===== config.mk =====
export PLATFORM = sky130hd
export DESIGN_NAME = modred
export DESIGN_NICKNAME = d
export VERILOG_FILES = /design/src/rtl/modred_pkg.sv /design/src/rtl/modred_csub.sv /design/src/rtl/modred.sv
export SDC_FILE = /design/constraint.sdc
export NUM_CORES = 1
export LEC_CHECK = 0
export BUFFER_PORTS_ARGS = -buffer_cell sky130_fd_sc_hd__buf_2
export CORE_MARGIN = 4
export CORE_UTILIZATION = 55
export DETAILED_ROUTE_END_ITERATION = 16
export GPL_TIMING_DRIVEN = 0
export PLACE_DENSITY = 0.73
export RECOVER_POWER = 100
export SLEW_MARGIN = 20
export SYNTH_ARGS = -nofsm -noshare
export SYNTH_HDL_FRONTEND = slang
export SYNTH_SLANG_ARGS = --single-unit

===== constraint.sdc =====
create_clock -name clk -period 5.4 [get_ports clk]
set_clock_uncertainty 0.15 [all_clocks]
set_input_delay 0.27 -clock clk [delete_from_list [all_inputs] [get_ports clk]]
set_output_delay 0.27 -clock clk [all_outputs]
set_load 0.01 [all_outputs]

===== src/rtl/modred_pkg.sv =====
// rtl/modred_pkg.sv - Shared constants and coefficient/product types for the Barrett reducer.
package modred_pkg;
    localparam int KYBER_Q   = 3329;
    localparam int BARRETT_M = 5039;
    localparam int BARRETT_K = 24;
    localparam int KYBER_Q2  = 11082241;

    typedef logic [11:0] coeff_t;
    typedef logic [23:0] prod_t;
endpackage


===== src/rtl/modred_csub.sv =====
// rtl/modred_csub.sv - Conditional subtract mapping r in [0, 2Q) onto [0, Q).
module modred_csub
    import modred_pkg::*;
#(
    parameter int Q = KYBER_Q
) (
    input  logic [12:0] r,
    output coeff_t      y
);
    logic ge;

    assign ge = (r >= 13'(Q));
    assign y  = ge ? 12'(r - 13'(Q)) : r[11:0];
endmodule


===== src/rtl/modred.sv =====
// rtl/modred.sv - Three-stage Barrett reducer x mod Q with tag sideband; MODRED_OVF_FLAG_EN adds sticky ovf.
module modred
    import modred_pkg::*;
#(
    parameter int Q     = KYBER_Q,
    parameter int TAG_W = 8
) (
    input  logic             clk,
    input  logic             reset,
    input  logic             in_valid,
    output logic             in_ready,
    input  prod_t            in_data,
    input  logic [TAG_W-1:0] in_tag,
    output logic             out_valid,
    input  logic             out_ready,
    output coeff_t           out_data,
    output logic [TAG_W-1:0] out_tag
`ifdef MODRED_OVF_FLAG_EN
    ,
    output logic             ovf
`endif
);
    localparam int M = (2 ** BARRETT_K) / Q;

    logic             adv;
    logic             v1, v2, v3;
    logic [12:0]      x1_lo, t1, r2;
    logic [TAG_W-1:0] tag1, tag2;
    coeff_t           red;

    (* use_dsp = "yes" *) logic [12:0] t_next;
    (* use_dsp = "yes" *) logic [12:0] tq_lo;

    assign adv       = !v3 || out_ready;
    assign in_ready  = adv;
    assign out_valid = v3;

    assign t_next = 13'((37'(in_data) * 37'(M)) >> BARRETT_K);

    // r = x - t*Q is known to lie in [0, 2Q) < 2^13, so the subtraction is
    // exact when done modulo 2^13: only the low 13 bits of x and t*Q matter.
    assign tq_lo = t1 * 13'(Q);

    modred_csub #(.Q(Q)) u_csub (
        .r (r2),
        .y (red)
    );

    always_ff @(posedge clk or negedge reset) begin
        if (!reset) begin
            v1       <= 1'b0;
            v2       <= 1'b0;
            v3       <= 1'b0;
            x1_lo    <= '0;
            t1       <= '0;
            tag1     <= '0;
            r2       <= '0;
            tag2     <= '0;
            out_data <= '0;
            out_tag  <= '0;
        end else if (adv) begin
            v1 <= in_valid;
            v2 <= v1;
            v3 <= v2;
            if (in_valid) begin
                x1_lo <= in_data[12:0];
                t1    <= t_next;
                tag1  <= in_tag;
            end
            if (v1) begin
                r2   <= x1_lo - tq_lo;
                tag2 <= tag1;
            end
            if (v2) begin
                out_data <= red;
                out_tag  <= tag2;
            end
        end
    end

`ifdef MODRED_OVF_FLAG_EN
    always_ff @(posedge clk or negedge reset) begin
        if (!reset) begin
            ovf <= 1'b0;
        end else if (in_valid && in_ready && (in_data >= 24'(Q * Q))) begin
            ovf <= 1'b1;
        end
    end
`endif
endmodule


* Word level (Yosys, flattened, before mapping)
Cells that the tools add are included.
** Word-level totals
- Word-level logic and storage cells :: 21
- Memories :: 0
- Output and inout bits :: 22
- Bits in writable memories :: 0
- Bits in latches :: 0
- ROM bits :: 0
- Bits of input ports :: 36
- Bits in registers :: 78
** Cells by class
- Muxes and demuxes :: 1
- Equal/unequal tests :: 0
- Bitwise gates (word level) :: 0
- Div/mod/pow operators :: 0
- Reductions and logical operators :: 5
- Multiply operators :: 2
- Magnitude comparators :: 1
- Shift operators :: 0
- Add/sub/neg operators :: 2
** Operators with widths (count)
- 24-bit by 13-bit multiplier with 37-bit output (second input constant) :: 1
- 13-bit by 12-bit greater-or-equal comparator with 1-bit output (second input constant) :: 1
- 13-bit by 12-bit multiplier with 13-bit output (second input constant) :: 1
- 13-bit subtractor :: 1
- 12-bit 2-to-1 mux :: 1
- 12-bit subtractor (second input constant) :: 1
- 2-bit AND reduction :: 3
- 1-bit zero test :: 1
- 1-bit logical OR :: 1

* Longest topological paths before layout
- Depth after elaboration :: 3
- Depth in mapped cells :: 19
- Mapped depth without buffers :: 19

* Cells and area by module
From an unflattened synthesis, not the netlist that was laid out.
** Unflattened totals
- Cell total of the unflattened synthesis :: 960
- Area total of the unflattened synthesis :: 9811.9 µm²
** Modules (own cells, without submodules)
- modred :: instances 1, area an instance 9454.1 µm², cells each 914, seq. area each 1951.9 µm²
- modred_csub :: instances 1, area an instance 357.8 µm², cells each 46, seq. area each 0.0 µm²

* Worst setup path after synthesis
OpenSTA, ideal clock, no wires.
- Kind :: input to register
- Start :: input port in_data[13]
- End :: register t1[8]
- Setup time :: 0.137 ns
- Path slack :: 0.517 ns
- Arrival :: 4.596 ns
- Required time :: 5.113 ns
- Buffers on the path :: 0
- Stages on the path :: 15
- Cell sequence :: fa_1 > fa_1 > fa_1 > fa_1 > inv_1 > fa_1 > inv_1 > ha_1 > nand2_1 > o21ai_1 > a211oi_1 > or4_4 > a2111oi_4 > mux2i_1 > o311ai_1
** Between the ends
- Word-level cells in the longest chain between the ends :: 1
** Ends and longest elaborated chain
- from (decl) :: RTL line modred.sv:12 : input prod_t in_data,
- 24-bit by 13-bit multiplier with 37-bit output :: RTL line modred.sv:38 : assign t_next = 13'((37'(in_data) * 37'(M)) >> BARRETT_K);
- to (signal assigned) :: RTL line modred.sv:67 : t1 <= t_next;
- to (decl) :: RTL line modred.sv:27 : logic [12:0] x1_lo, t1, r2;
Every way passes these cells.
A chain may end at the register's enable or synchronous reset.

* Final worst setup path
- Start :: input port in_data[12]
- End :: register t1[8]
Same word-level chain as after synthesis.

==> metrics.md <==
| Metric | Value |
|---|---|
| Fin. max-slew vios | 58 |
| Synth warnings | 0 |
| DR iter-0 viols | 318 |
| CTS root buffer | clkbuf_16 |
| Average wire per standard cell | 15.52 um |
| Post-synthesis net count | 1283 |
| Worst Tran Pin Value | 3.019 ns |
| Total Routing Usage GR | 0.2117 |
| Max-Cap Viols | 1 |
| Final hold violations | 0 |
| Total clock sinks | 78 |
| # rows | 48 |
| Synth area leader | fa_1 |
| Share of the synthesized area in the top cell type | 0.2751 |
| Number of synthesized register bits | 78 |
| H-tree depth | 3 |
| Total wire length | 19.62 mm |
| Outcome | complete, but fails checks |
| Post-synth top flop | dfrtp_1 |
| Most common cell after layout, fill and taps aside | inv_1 |
| Clk slew on worst S/H paths | 0.07 ns |
| Finished Layout Cells | 1264 |
| Tmin final | 5.108 ns |
| Die area | 19780 um^2 |
| Post-synth EDFFs | 0 |
| GP Congestion | 0.8973 |
| Commonest non-fill, non-tap cells in the layout | 178 x inv_1, 158 x ha_1, 133 x fa_1 |
| Worst EP arrival | 5.17 ns |
| Die Width | 140.7 um |
| Antenna diodes | 0 |
| Failing checks | max-capacitance violations, max-slew violations |
| Post-CTS Setup Bufs | 0 |
| Maximum operating frequency | 0.1958 GHz |
| Post-Syn Instances | 956 |
| Avg Cell Area, Syn | 10.12 um^2 |
| Max FO, Critical Path | 7 |
| Num CTS Buffers | 9 |
| RSZ-0062 raised after global routing | false |
| Hold_ws | 0.1246 ns |
| Async S/R FF share, synth | 1.000 |
| IO Count | 58 |
| Required time of the critical path | 5.46 ns |
| Final Cycle Share | 0.9460 |
| Main area contributors after synthesis | fa_1 28%, ha_1 20%, dfrtp_1 20%, inv_1 6.9%, nand2_1 4.2% |
| Vert. Die Dim | 140.7 um |
| Rel. slew slack | -1.013 |
| Routed Antenna Nets | 0 |
| CTS max path bufs | 2 |
| # port buffers | 57 |
| Drt pass-1 iters | 4 |
| First-pass GRT wire length | 34.33 mm |
| Clk_lat worst skew | 0.34 ns |
| Fin nets | 1361 |
| Vias | 6706 |
| Post-Place Setup Slack | -0.03758 ns |
| Final HPWL DP | 16.57 mm |
| Global route overflow | 0 |
| Largest net degree at the start of global routing | 58 |
| Number of library cell types mapped by synthesis | 57 |
| Crit Path Category | in2reg |
| Vias in the first global route | 7079 |
| Core ar. | 17300 um^2 |
| Initial antenna violation count | 0 |
| Hold/Removal Path Class | in2reg |
| Cts repair resizes | 0 |
| Starting Density | 0.5595 |
| Vias per cell | 5.305 |
| CTS tree | yes |
| Mapped cell area | 9678 um^2 |
| Synth-to-layout area growth | 9.308% |
| Register area share after synthesis | 0.2017 |
| Crit. End Element | register |
| Final setup viols | 0 |
| Sum of negative setup slack | 0 ns |
| Crit path launch type | primary input |
| # DRC | 0 |
| Cell total after placement | 1239 |
| Final Worst Setup Slack | 0.2916 ns |
| Share of layout cells above drive strength 1 | 0.07122 |
final cells by class:
| cell class | instances | area [um^2] |
|---|---|---|
| buffer | 17 | 65.06 |
| clock buffer | 9 | 225.2 |
| clock inverter | 7 | 81.33 |
| fill | 1488 | 6718 |
| inverter | 178 | 668.1 |
| multi-input combinational | 683 | 6955 |
| sequential | 78 | 1952 |
| tap | 225 | 281.5 |
| timing repair buffer | 67 | 350.3 |
worst max-delay path: stages:
cell       delay, ns
buf_2           0.28
fa_1            0.50
fa_1            0.60
fa_1            0.46
fa_1            0.51
inv_1           0.06
fa_1            0.52
inv_1           0.06
ha_1            0.33
nand2_1         0.06
o21ai_1         0.13
a211oi_1        0.10
or4_4           0.54
a2111oi_4       0.40
mux2i_1         0.23
o311ai_1        0.11
metal layers:
metal  part of all wire  global-route usage  routed length [um]  vias to the layer above
met5                  0                   0                   0                        -
li1                   -                   -                   -                     3288
met3              0.025             0.02782                 495                       20
met4              0.013             0.04437                 258                        0
met2               0.52              0.3677               10130                       84
met1               0.45              0.2869                8730                     3314
cells by family (layout without fill, tap and decap cells):
group	Yosys count	after routing	share of synthesized area
flip-flops	78	78	0.2017
buffers and inverters	195	278	0.07576
AND/OR/NAND/NOR	195	195	0.09334
multiplexers	19	19	0.02172
XOR/XNOR	30	30	0.02715
AO/OA/AOI/OAI	148	148	0.1010
adder cells (fa/ha/maj)	291	291	0.4794
through the flow:
step	cell area, um^2	util
6_report	10580	0.6116
5_1_grt	10580	0.6116
4_1_cts	10670	0.6170
3_5_place_dp	10270	0.5940
3_3_place_gp	10240	0.5923
2_1_floorplan	9678	-
worst paths after layout:
| path | from | endpoint | slack, ns | cells after the start |
|---|---|---|---|---|
| min in group asynchronous | reset | out_data[8]$_DFFE_PN0P_ | 0.54 | 2 |
| max reg2reg | x1_lo[3]$_DFFE_PN0P_ | r2[12]$_DFFE_PN0P_ | 1.22 | 15 |
| max in group asynchronous | reset | x1_lo[1]$_DFFE_PN0P_ | 1.13 | 3 |
| min | in_data[0] | x1_lo[0]$_DFFE_PN0P_ | 0.12 | 3 |
| max | in_data[12] | t1[8]$_DFFE_PN0P_ | 0.29 | 16 |
| min reg2reg | tag1[0]$_DFFE_PN0P_ | tag1[0]$_DFFE_PN0P_ | 0.32 | 2 |
flip-flops by register name, summed over array words and instances, names as in the netlist:
register / count
v1: 1
tag2: 8
t1: 13
out_data: 12
r2: 13
x1_lo: 13
v2: 1
tag1: 8
out_valid: 1
out_tag: 8
Yosys cell counts (all sizes together) (5+ instances only):
cell,count
a21o,8
a21oi,31
a31oi,7
clkbuf,16
dfrtp,78
fa,133
ha,158
inv,178
mux2,16
nand2,108
nand2b,5
nand3,10
nor2,24
nor3,17
nor4,5
o21a,13
o21ai,50
o21bai,5
o31ai,10
xnor2,21
xor2,9
what timing repair did:
| action | 4_1_cts | 5_1_grt |
|---|---|---|
| hold buffers | 9 | 0 |
| endpoints found under the hold margin | 29 | 0 |
| endpoints found under the setup margin | 0 | 0 |
Power is not shown: default switching activity piles up to over one toggle a cycle in this logic, so the estimate is an artifact.
